### config.mk
export PLATFORM = sky130hd
export DESIGN_NAME = rtc_aou_counter_flat
export DESIGN_NICKNAME = d
export VERILOG_FILES = /design/src/rtl/rtc_pkg.sv /design/src/rtl/rtc_aou_counter_if.sv /design/src/rtl/rtc_aou_wen_sync.sv /design/src/rtl/rtc_aou_counter.sv /design/src/flat_wrapper.sv
export SDC_FILE = /design/constraint.sdc
export NUM_CORES = 1
export LEC_CHECK = 0
export ABC_AREA = 1
export CORE_MARGIN = 5
export CORE_UTILIZATION = 30
export DETAILED_ROUTE_END_ITERATION = 10
export PLACE_DENSITY = 0.6
export SLEW_MARGIN = 20
export SYNTH_ARGS = -nofsm -noshare
export SYNTH_HDL_FRONTEND = slang
export SYNTH_HIERARCHICAL = 1
export SYNTH_SLANG_ARGS = --single-unit
### constraint.sdc
create_clock -name rtc_clk -period 2 [get_ports rtc_clk]
set_input_delay 0.4 -clock rtc_clk [delete_from_list [all_inputs] [get_ports rtc_clk]]
set_output_delay 0.4 -clock rtc_clk [all_outputs]
set_load 0.01 [all_outputs]
### src/rtl/rtc_pkg.sv
// Shared definitions for the always-on RTC timekeeping slice.
// Holds control-register bit positions, datapath widths, reset constants
// and the packed control-register layout.
package rtc_pkg;

    localparam int unsigned CNT_W = 32;
    localparam int unsigned DIV_W = 20;
    localparam int unsigned CR_W  = 4;

    localparam int unsigned CR_EN      = 0;
    localparam int unsigned CR_IE      = 1;
    localparam int unsigned CR_WRAP    = 2;
    localparam int unsigned CR_ONESHOT = 3;

    localparam logic [DIV_W-1:0] DIV_RST_DEF = 20'h07FFF;
    localparam logic [CNT_W-1:0] MR_RST_DEF  = 32'hFFFF_FFFF;

    // Control register, MSB first so bit positions match CR_* indices
    typedef struct packed {
        logic oneshot;
        logic wrap;
        logic ie;
        logic en;
    } rtc_cr_t;

endpackage

### src/rtl/rtc_aou_counter_if.sv
// PDU <-> always-on counter bus.
// master: PDU-side APB block (drives write strobes and write data).
// slave : rtc_aou_counter (returns counter, registers and interrupt state).
interface rtc_aou_counter_if;
    import rtc_pkg::*;

    logic              pdu_aou_wen_cr;
    logic              pdu_aou_wen_div;
    logic              pdu_aou_wen_mr;
    logic              pdu_aou_wen_clr_sync;
    logic              pdu_aou_int_clr;
    logic [CNT_W-1:0]  pdu_aou_clr_reg;

    logic [CNT_W-1:0]  aou_pdu_cnt;
    logic [CR_W-1:0]   aou_pdu_cr_reg;
    logic [DIV_W-1:0]  aou_pdu_div_reg;
    logic [CNT_W-1:0]  aou_pdu_mr_reg;
    logic              aou_pdu_intr_mask;
    logic              int_flag;
    logic              rtc_intr;

    modport master (
        output pdu_aou_wen_cr, pdu_aou_wen_div, pdu_aou_wen_mr,
               pdu_aou_wen_clr_sync, pdu_aou_int_clr, pdu_aou_clr_reg,
        input  aou_pdu_cnt, aou_pdu_cr_reg, aou_pdu_div_reg, aou_pdu_mr_reg,
               aou_pdu_intr_mask, int_flag, rtc_intr
    );

    modport slave (
        input  pdu_aou_wen_cr, pdu_aou_wen_div, pdu_aou_wen_mr,
               pdu_aou_wen_clr_sync, pdu_aou_int_clr, pdu_aou_clr_reg,
        output aou_pdu_cnt, aou_pdu_cr_reg, aou_pdu_div_reg, aou_pdu_mr_reg,
               aou_pdu_intr_mask, int_flag, rtc_intr
    );

endinterface

### src/rtl/rtc_aou_wen_sync.sv
// Strobe synchronizer: SYNC_STAGES flops followed by a rising-edge detect.
// Ports: clk, rst (sync, active-high), d (level strobe),
//        pulse_c (one-cycle pulse, combinational from the last two flops).
module rtc_aou_wen_sync #(
    parameter int unsigned SYNC_STAGES = 2
) (
    input  logic clk,
    input  logic rst,
    input  logic d,
    output logic pulse_c
);

    logic [SYNC_STAGES-1:0] sync_q, sync_d;
    logic                   last_q, last_d;

    always_comb begin
        sync_d  = {sync_q[SYNC_STAGES-2:0], d};
        last_d  = sync_q[SYNC_STAGES-1];
        pulse_c = sync_q[SYNC_STAGES-1] & ~last_q;
    end

    always_ff @(posedge clk) begin
        if (rst) begin
            sync_q <= '0;
            last_q <= 1'b0;
        end else begin
            sync_q <= sync_d;
            last_q <= last_d;
        end
    end

endmodule

### src/rtl/rtc_aou_counter.sv
// Always-on RTC core: prescaler, 32-bit counter, match comparator and
// sticky interrupt flag, updated by synchronized PDU write strobes.
// Ports: rtc_clk, rtc_rst (sync, active-high), bus (slave side of
//        rtc_aou_counter_if carrying strobes, write data and readback).
module rtc_aou_counter
    import rtc_pkg::*;
#(
    parameter int unsigned      SYNC_STAGES = 2,
    parameter logic [DIV_W-1:0] DIV_RST     = DIV_RST_DEF,
    parameter logic [CNT_W-1:0] MR_RST      = MR_RST_DEF
) (
    input  logic               rtc_clk,
    input  logic               rtc_rst,
    rtc_aou_counter_if.slave   bus
);

    logic cr_pulse_c, div_pulse_c, mr_pulse_c, ld_pulse_c, ic_pulse_c;

    rtc_aou_wen_sync #(.SYNC_STAGES(SYNC_STAGES)) u_sync_cr (
        .clk(rtc_clk), .rst(rtc_rst), .d(bus.pdu_aou_wen_cr),       .pulse_c(cr_pulse_c));
    rtc_aou_wen_sync #(.SYNC_STAGES(SYNC_STAGES)) u_sync_div (
        .clk(rtc_clk), .rst(rtc_rst), .d(bus.pdu_aou_wen_div),      .pulse_c(div_pulse_c));
    rtc_aou_wen_sync #(.SYNC_STAGES(SYNC_STAGES)) u_sync_mr (
        .clk(rtc_clk), .rst(rtc_rst), .d(bus.pdu_aou_wen_mr),       .pulse_c(mr_pulse_c));
    rtc_aou_wen_sync #(.SYNC_STAGES(SYNC_STAGES)) u_sync_ld (
        .clk(rtc_clk), .rst(rtc_rst), .d(bus.pdu_aou_wen_clr_sync), .pulse_c(ld_pulse_c));
    rtc_aou_wen_sync #(.SYNC_STAGES(SYNC_STAGES)) u_sync_ic (
        .clk(rtc_clk), .rst(rtc_rst), .d(bus.pdu_aou_int_clr),      .pulse_c(ic_pulse_c));

    logic [DIV_W-1:0] presc_q, presc_d;
    logic [CNT_W-1:0] cnt_q,   cnt_d;
    rtc_cr_t          cr_q,    cr_d;
    logic [DIV_W-1:0] div_q,   div_d;
    logic [CNT_W-1:0] mr_q,    mr_d;
    logic             flag_q,  flag_d;
    logic             intr_q,  intr_d;

    logic [CNT_W-1:0] wdata_c;
    logic             tick_c, match_c, en_rise_c;

    // Next-state for prescaler, counter, registers and interrupt flag
    always_comb begin
        presc_d = presc_q;
        cnt_d   = cnt_q;
        cr_d    = cr_q;
        div_d   = div_q;
        mr_d    = mr_q;
        flag_d  = flag_q;
        intr_d  = flag_q & cr_q.ie;

        wdata_c   = bus.pdu_aou_clr_reg;
        tick_c    = cr_q.en && (presc_q == div_q);
        // A load in the same cycle swallows the tick, so no match either
        match_c   = tick_c && !ld_pulse_c && (cnt_q == mr_q);
        en_rise_c = cr_pulse_c && wdata_c[CR_EN] && !cr_q.en;

        if (div_pulse_c || ld_pulse_c || en_rise_c || tick_c) begin
            presc_d = '0;
        end else if (cr_q.en) begin
            presc_d = presc_q + DIV_W'(1);
        end

        if (ld_pulse_c) begin
            cnt_d = wdata_c;
        end else if (tick_c) begin
            if (match_c && cr_q.wrap) begin
                cnt_d = '0;
            end else begin
                cnt_d = cnt_q + CNT_W'(1);
            end
        end

        // CR write beats the one-shot auto-disable
        if (cr_pulse_c) begin
            cr_d = rtc_cr_t'(wdata_c[CR_W-1:0]);
        end else if (match_c && cr_q.oneshot) begin
            cr_d.en = 1'b0;
        end

        if (div_pulse_c) begin
            div_d = wdata_c[DIV_W-1:0];
        end

        if (mr_pulse_c) begin
            mr_d = wdata_c;
        end

        // A new match beats a concurrent clear
        if (match_c) begin
            flag_d = 1'b1;
        end else if (ic_pulse_c) begin
            flag_d = 1'b0;
        end
    end

    always_ff @(posedge rtc_clk) begin
        if (rtc_rst) begin
            presc_q <= '0;
            cnt_q   <= '0;
            cr_q    <= '0;
            div_q   <= DIV_RST;
            mr_q    <= MR_RST;
            flag_q  <= 1'b0;
            intr_q  <= 1'b0;
        end else begin
            presc_q <= presc_d;
            cnt_q   <= cnt_d;
            cr_q    <= cr_d;
            div_q   <= div_d;
            mr_q    <= mr_d;
            flag_q  <= flag_d;
            intr_q  <= intr_d;
        end
    end

    assign bus.aou_pdu_cnt       = cnt_q;
    assign bus.aou_pdu_cr_reg    = cr_q;
    assign bus.aou_pdu_div_reg   = div_q;
    assign bus.aou_pdu_mr_reg    = mr_q;
    assign bus.aou_pdu_intr_mask = ~cr_q.ie;
    assign bus.int_flag          = flag_q;
    assign bus.rtc_intr          = intr_q;

endmodule

### src/flat_wrapper.sv
// flat-port wrapper written by rule: the top's interface ports become plain ports
module rtc_aou_counter_flat import rtc_pkg::*;
#(
    parameter int unsigned      SYNC_STAGES = 2,
    parameter logic [DIV_W-1:0] DIV_RST     = DIV_RST_DEF,
    parameter logic [CNT_W-1:0] MR_RST      = MR_RST_DEF
)
  (rtc_clk, rtc_rst, bus_pdu_aou_wen_cr, bus_pdu_aou_wen_div, bus_pdu_aou_wen_mr, bus_pdu_aou_wen_clr_sync, bus_pdu_aou_int_clr, bus_pdu_aou_clr_reg, bus_aou_pdu_cnt, bus_aou_pdu_cr_reg, bus_aou_pdu_div_reg, bus_aou_pdu_mr_reg, bus_aou_pdu_intr_mask, bus_int_flag, bus_rtc_intr);
  rtc_aou_counter_if bus_i ();
  input  logic rtc_clk;
  input  logic rtc_rst;
  input wire logic [$bits(bus_i.pdu_aou_wen_cr)-1:0] bus_pdu_aou_wen_cr;
  input wire logic [$bits(bus_i.pdu_aou_wen_div)-1:0] bus_pdu_aou_wen_div;
  input wire logic [$bits(bus_i.pdu_aou_wen_mr)-1:0] bus_pdu_aou_wen_mr;
  input wire logic [$bits(bus_i.pdu_aou_wen_clr_sync)-1:0] bus_pdu_aou_wen_clr_sync;
  input wire logic [$bits(bus_i.pdu_aou_int_clr)-1:0] bus_pdu_aou_int_clr;
  input wire logic [$bits(bus_i.pdu_aou_clr_reg)-1:0] bus_pdu_aou_clr_reg;
  output wire logic [$bits(bus_i.aou_pdu_cnt)-1:0] bus_aou_pdu_cnt;
  output wire logic [$bits(bus_i.aou_pdu_cr_reg)-1:0] bus_aou_pdu_cr_reg;
  output wire logic [$bits(bus_i.aou_pdu_div_reg)-1:0] bus_aou_pdu_div_reg;
  output wire logic [$bits(bus_i.aou_pdu_mr_reg)-1:0] bus_aou_pdu_mr_reg;
  output wire logic [$bits(bus_i.aou_pdu_intr_mask)-1:0] bus_aou_pdu_intr_mask;
  output wire logic [$bits(bus_i.int_flag)-1:0] bus_int_flag;
  output wire logic [$bits(bus_i.rtc_intr)-1:0] bus_rtc_intr;
  assign bus_i.pdu_aou_wen_cr = bus_pdu_aou_wen_cr;
  assign bus_i.pdu_aou_wen_div = bus_pdu_aou_wen_div;
  assign bus_i.pdu_aou_wen_mr = bus_pdu_aou_wen_mr;
  assign bus_i.pdu_aou_wen_clr_sync = bus_pdu_aou_wen_clr_sync;
  assign bus_i.pdu_aou_int_clr = bus_pdu_aou_int_clr;
  assign bus_i.pdu_aou_clr_reg = bus_pdu_aou_clr_reg;
  assign bus_aou_pdu_cnt = bus_i.aou_pdu_cnt;
  assign bus_aou_pdu_cr_reg = bus_i.aou_pdu_cr_reg;
  assign bus_aou_pdu_div_reg = bus_i.aou_pdu_div_reg;
  assign bus_aou_pdu_mr_reg = bus_i.aou_pdu_mr_reg;
  assign bus_aou_pdu_intr_mask = bus_i.aou_pdu_intr_mask;
  assign bus_int_flag = bus_i.int_flag;
  assign bus_rtc_intr = bus_i.rtc_intr;
  rtc_aou_counter #(.SYNC_STAGES(SYNC_STAGES), .DIV_RST(DIV_RST), .MR_RST(MR_RST)) u_core (.rtc_clk(rtc_clk), .rtc_rst(rtc_rst), .bus(bus_i));
endmodule
======== After elaboration in Yosys (flattened, before gate mapping) ========
Cells that the tools add are included.
word-level totals
  latch bits .............................. 0
  bits in registers ....................... 125
  RAM bits ................................ 0
  bits in read-only memories .............. 0
  output and inout bits ................... 91
  logic and storage cells ................. 59
  memories kept ........................... 0
  bits of input ports ..................... 39
operators by class
  $add $sub $neg .......................... 2
  shifts and indexed selects .............. 0
  equality and inequality tests ........... 2
  order comparisons ....................... 0
  divide/modulo/power cells ............... 0
  bitwise gates (word level) .............. 12
  reduce and logical (&&, ||, !) cells .... 16
  mux-type cells .......................... 7
  multipliers ............................. 0
operators by type and width
  cell                                                             count
  32-bit 2-to-1 mux                                                3
  32-bit by 1-bit adder with 32-bit output, second input constant  1
  32-bit equality test                                             1
  20-bit by 1-bit adder with 20-bit output, second input constant  1
  20-bit equality test                                             1
  1-bit logical AND                                                7
  1-bit AND                                                        6
  1-bit inverter                                                   6
  2-bit nonzero test                                               3
  1-bit 2-to-1 mux                                                 4
  1-bit logical OR                                                 3
  1-bit zero test                                                  2
  2-bit OR reduction                                               1

======== Depth between registers and ports, before layout ========
Gate-level depths: netlist of the first run.
  word-level depth ........................ 9
  mapped depth ............................ 12
  gate-level depth less buffers ........... 11

======== Modules after synthesis ========
Netlist of the first run, hierarchy kept.
modules (own cells, without submodules)
  module            area each (µm²)  cells each  seq. area each (µm²)  instances
  rtc_aou_counter   6525.0           1066        2202.1                1
  rtc_aou_wen_sync  86.3             10          60.1                  5

======== Worst setup path after synthesis of the first run ========
Ideal clock, no wire load.
  path kind ............................... flip-flop to flip-flop
  from .................................... register u_core.cnt_q[0], in the netlist u_core/bus.aou_pdu_cnt[0]
  to ...................................... register u_core.cnt_q[22], in the netlist u_core/bus.aou_pdu_cnt[22]
  buffers on the path ..................... 0
  data required time ...................... 1930 ps
  period minus slack after synthesis ...... 1808 ps
  setup time .............................. 70 ps
  cell stages (with the launch flop) ...... 10
  arrival time ............................ 1738 ps
  path slack .............................. 192 ps
  path through ............................ dfxtp_1 -> ha_1 -> nand3_4 -> or2_2 -> nor2_4 -> nand2_1 -> xor2_1 -> nor2_1 -> nand2_1 -> a21oi_1
between the ends
  word-level cells in the longest chain between the ends .. 6
  elaborated cells on any way between the ends .. 7
ends and longest elaborated chain
  what                                                                                              line                    source
  from (decl)                                                                                       rtc_aou_counter.sv:31   logic [CNT_W-1:0] cnt_q, cnt_d;
  from (signal assigned)                                                                            rtc_aou_counter.sv:107  cnt_q <= cnt_d;
  parallel branches: the longest is 3 deep, another holds 32-bit by 1-bit adder with 32-bit output  n/a
  32-bit 2-to-1 mux *                                                                               rtc_aou_counter.sv:66   if (match_c && cr_q.wrap) begin
  32-bit 2-to-1 mux *                                                                               rtc_aou_counter.sv:65   end else if (tick_c) begin
  32-bit 2-to-1 mux *                                                                               rtc_aou_counter.sv:63   if (ld_pulse_c) begin
Every way passes the cells marked *. The select of a mux whose other input is x is not followed.
A chain may end at the register's enable or synchronous reset.

======== Worst setup path after layout of the first run ========
  from .................................... register u_core.cnt_q[12], in the netlist u_core/bus.aou_pdu_cnt[12]
  to ...................................... output bus_aou_pdu_cnt[12]
RTL lines
  what       line                source
  to (decl)  flat_wrapper.sv:18  output wire logic [$bits(bus_i.aou_pdu_cnt)-1:0] bus_aou_pdu_cnt;
No word-level cell between the ends.

==> results of run 1 <==
==> stage by stage <==
stage               utilization [%]  area (um^2)
floorplan                         -         6960
global placement               38.8         8820
detailed placement             38.8         8820
CTS                            41.8         9480
global route                   42.1         9550
finish                         42.1         9550
==> power by group through the flow <==
| stage | logic (mW) | registers [mW] | clock network, mW |
|---|---|---|---|
| 2_1_floorplan | 0.305 | 2.75 | 0 |
| 3_3_place_gp | 0.735 | 2.73 | 0 |
| 3_5_place_dp | 0.737 | 2.73 | 0 |
| 4_1_cts | 0.742 | 2.68 | 3.59 |
| 5_1_grt | 0.821 | 2.69 | 3.70 |
| 6_report | 0.738 | 2.68 | 3.52 |
==> worst register-to-register path, stage by stage (launching register included) <==
cell and delay (ns):
dfxtp_1 0.46, nand2_1 0.19, nor2_1 0.23, nand2_1 0.11, nor2_1 0.26, nand2_1 0.10, nand2_1 0.07, nand2_1 0.04
nor2_1 0.13, nand2_1 0.08, a21oi_1 0.13
==> layer usage <==
metal / vias up / GRT usage (%) / wire length (um)
li1: 3761 / - / -
met1: 3278 / 22.8 / 10800
met2: 192 / 30.3 / 11100
met3: 21 / 3.76 / 1290
met4: 0 / 5.38 / 365
met5: - / 0 / 0
==> final timing paths <==
kind / startpoint / to / slack, ns / cells after the start
max: u_core/bus.aou_pdu_cnt[12]$_SDFFE_PP0P_ / bus_aou_pdu_cnt[12] / 0.05 / 2
min: rtc_rst / u_core/u_sync_div/sync_q[0]$_SDFF_PP0_ / 0.30 / 2
min reg2reg: u_core/u_sync_ld/sync_q[0]$_SDFF_PP0_ / u_core/u_sync_ld/sync_q[1]$_SDFF_PP0_ / 0.40 / 2
max reg2reg: u_core/bus.aou_pdu_cnt[11]$_SDFFE_PP0P_ / u_core/bus.aou_pdu_cnt[31]$_SDFFE_PP0P_ / 0.13 / 10
==> cell type report <==
type                       count  area share, %
multi-input combinational    800           39.3
sequential                   125           26.4
timing repair buffer         179           17.7
inverter                     151           5.93
clock buffer                  20           4.68
tap                          285           3.73
clock inverter                11           2.25
==> logic make-up (layout without fill, tap and decap cells) <==
group | count (synthesis) | after routing
flip-flops | 125 | 125
AO/OA/AOI/OAI | 122 | 122
buffers and inverters | 191 | 361
XOR/XNOR | 49 | 49
adder cells (fa/ha/maj) | 2 | 2
AND/OR/NAND/NOR | 627 | 627
==> cell usage in the layout (no fill, tap or decap), drive strengths merged, types with 3 or more instances in the layout <==
master / instances
nand2: 355
nor2: 156
inv: 149
clkdlybuf4s50: 127
dfxtp: 125
a21oi: 78
nand3: 77
buf: 51
o21ai: 43
xor2: 42
clkbuf: 20
nor3: 19
nand4: 11
xnor2: 7
bufinv: 6
clkinv: 6
or2: 3
==> what timing repair did <==
item | in CTS | in global routing
gates resized for setup | 1 | 22
endpoints found under the hold margin | 0 | 0
pin swaps | 0 | 2
setup buffers | 0 | 1
setup endpoints to repair | 1 | 35
==> results.txt, run 1 <==
clock root cell: clkbuf_16
H-tree lvl count: 4
FF+latch count, synth: 125
Die Span Y: 162 um
sequential fraction of the synthesis area: 36.0%
Final period util: 97.3%
Switching Fraction: 23.7%
Post-Synth XOR/XNOR Area: 6.17%
Max clock buf depth: 2
pre-CTS setup slack: 0.0555 ns
CP max FO: 5
Synth Warn #: 6
CP Cell Sequence: buf_4 -> clkdlybuf4s50_1
DRT Pass-1 Iters: 5
Worst Path Required: 1.60 ns
top-count cell post-synth: nand2_1
Pint: 5.29 mW
diode count: 0
Comb power frac: 10.6%
setup slack after layout: 0.0530 ns
Synth Flop Type: dfxtp_1
Syn Nets: 1157
Worst EP arrival: 1.55 ns
delay-heaviest family, CP: buffers and inverters
Post-synth EDFFs: 0
largest family of logic cells by synthesized area: simple AND/OR/NAND/NOR gates
row count: 55
clk slew on worst S/H paths: 0.06 ns
multiplexer area fraction after synthesis: 0%
Commonest cells post-synth: 353 x nand2_1, 149 x nor2_1, 141 x inv_1, 125 x dfxtp_1, 78 x a21oi_1
Synth Instances: 1116
max_slew headroom: 64.2%
area leader, netlist: dfxtp_1
Hold Buf Count CTS: 0
Slew Viols, Final: 0
first-pass GRT wire length: 37300 um
WL per Instance: 15.0 um
FFs w/ async S/R, synth: 0%
starting density of the core: 30.6%
Synth Area in Compound Gates: 8.83%
Total Nets Final: 1315
Max Freq: 514 MHz
dpl cells: 1539
GRT Total Usage: 17.9%
CP max stage delay: 0.53 ns
P_sw: 1.65 mW
drt initial violations: 472
setup TNS: 0 ns
die width: 162 um
vias in the first global route: 7150
Core ar.: 22700 um^2
crit start category: flip-flop
P per Cell Area: 726 nW/um^2
via count: 7252
Min Clock Period, post-route: 1.95 ns
post-synth cell types: 34
RePlAce Congestion: 0.896
Worst Skew: 0.00806 ns
CP Buf/Inv Count: 2
worst vdd ir: 486 uV
DRC violations left: 0
fill count: 2404
Synth Area in Simple Gates: 37.9%
min-delay worst type: input pin to flip-flop
clk sinks: 125
Fin Hold WS: 0.303 ns
sequential cell fraction of total power: 38.6%
Adder-Cell Fraction of Synth Area: 0.360%
hpwl dp: 17700 um
Slew @ Worst Pin: 0.536 ns
Pwr Total: 6.94 mW
Clock power frac: 50.8%
top post-synthesis cells by area: dfxtp_1 36%, nand2_1 19%, nor2_1 8.0%
area of the mapped netlist: 6960 um^2
final wirelength: 23500 um
status: completed
grt ovf: 0
I/O pin count: 130
initial antenna violation count: 0
unrepaired setup endpoints after global routing: false
Worst setup EP type: primary output
largest net degree at the start of global routing: 44
layout cell share with drive strength beyond 1: 9.80%
Max-Cap Viols: 0
die area: 26300 um^2
crit path max-delay cell type: clkdlybuf4s50_1
fin cells: 1571
final setup fails: 0
Area growth syn-to-layout: 37.3%
sequential cell area: 2520 um^2
cts bufs inserted: 17
CTS tree: done
Avg Synthesized Cell Area: 6.23 um^2
worst skew pair latency: 0.42 ns
Fin. Hold Viols: 0
number of port buffers: 129
multi-input logic area: 3760 um^2
DRT antenna net count: 0
CP Class: flip-flop to primary output
Leak: 4.10 nW
top-area cell type share of the netlist area: 36.0%
routed vias/inst: 4.62
Power figures use the tool's default switching activity.
==> run 2: changes to the inputs <==
- SKIP_CTS_REPAIR_TIMING: default -> 1
==> results of run 2 <==
Same layout as run 1: the final DEF is identical, and so are final timing and power.
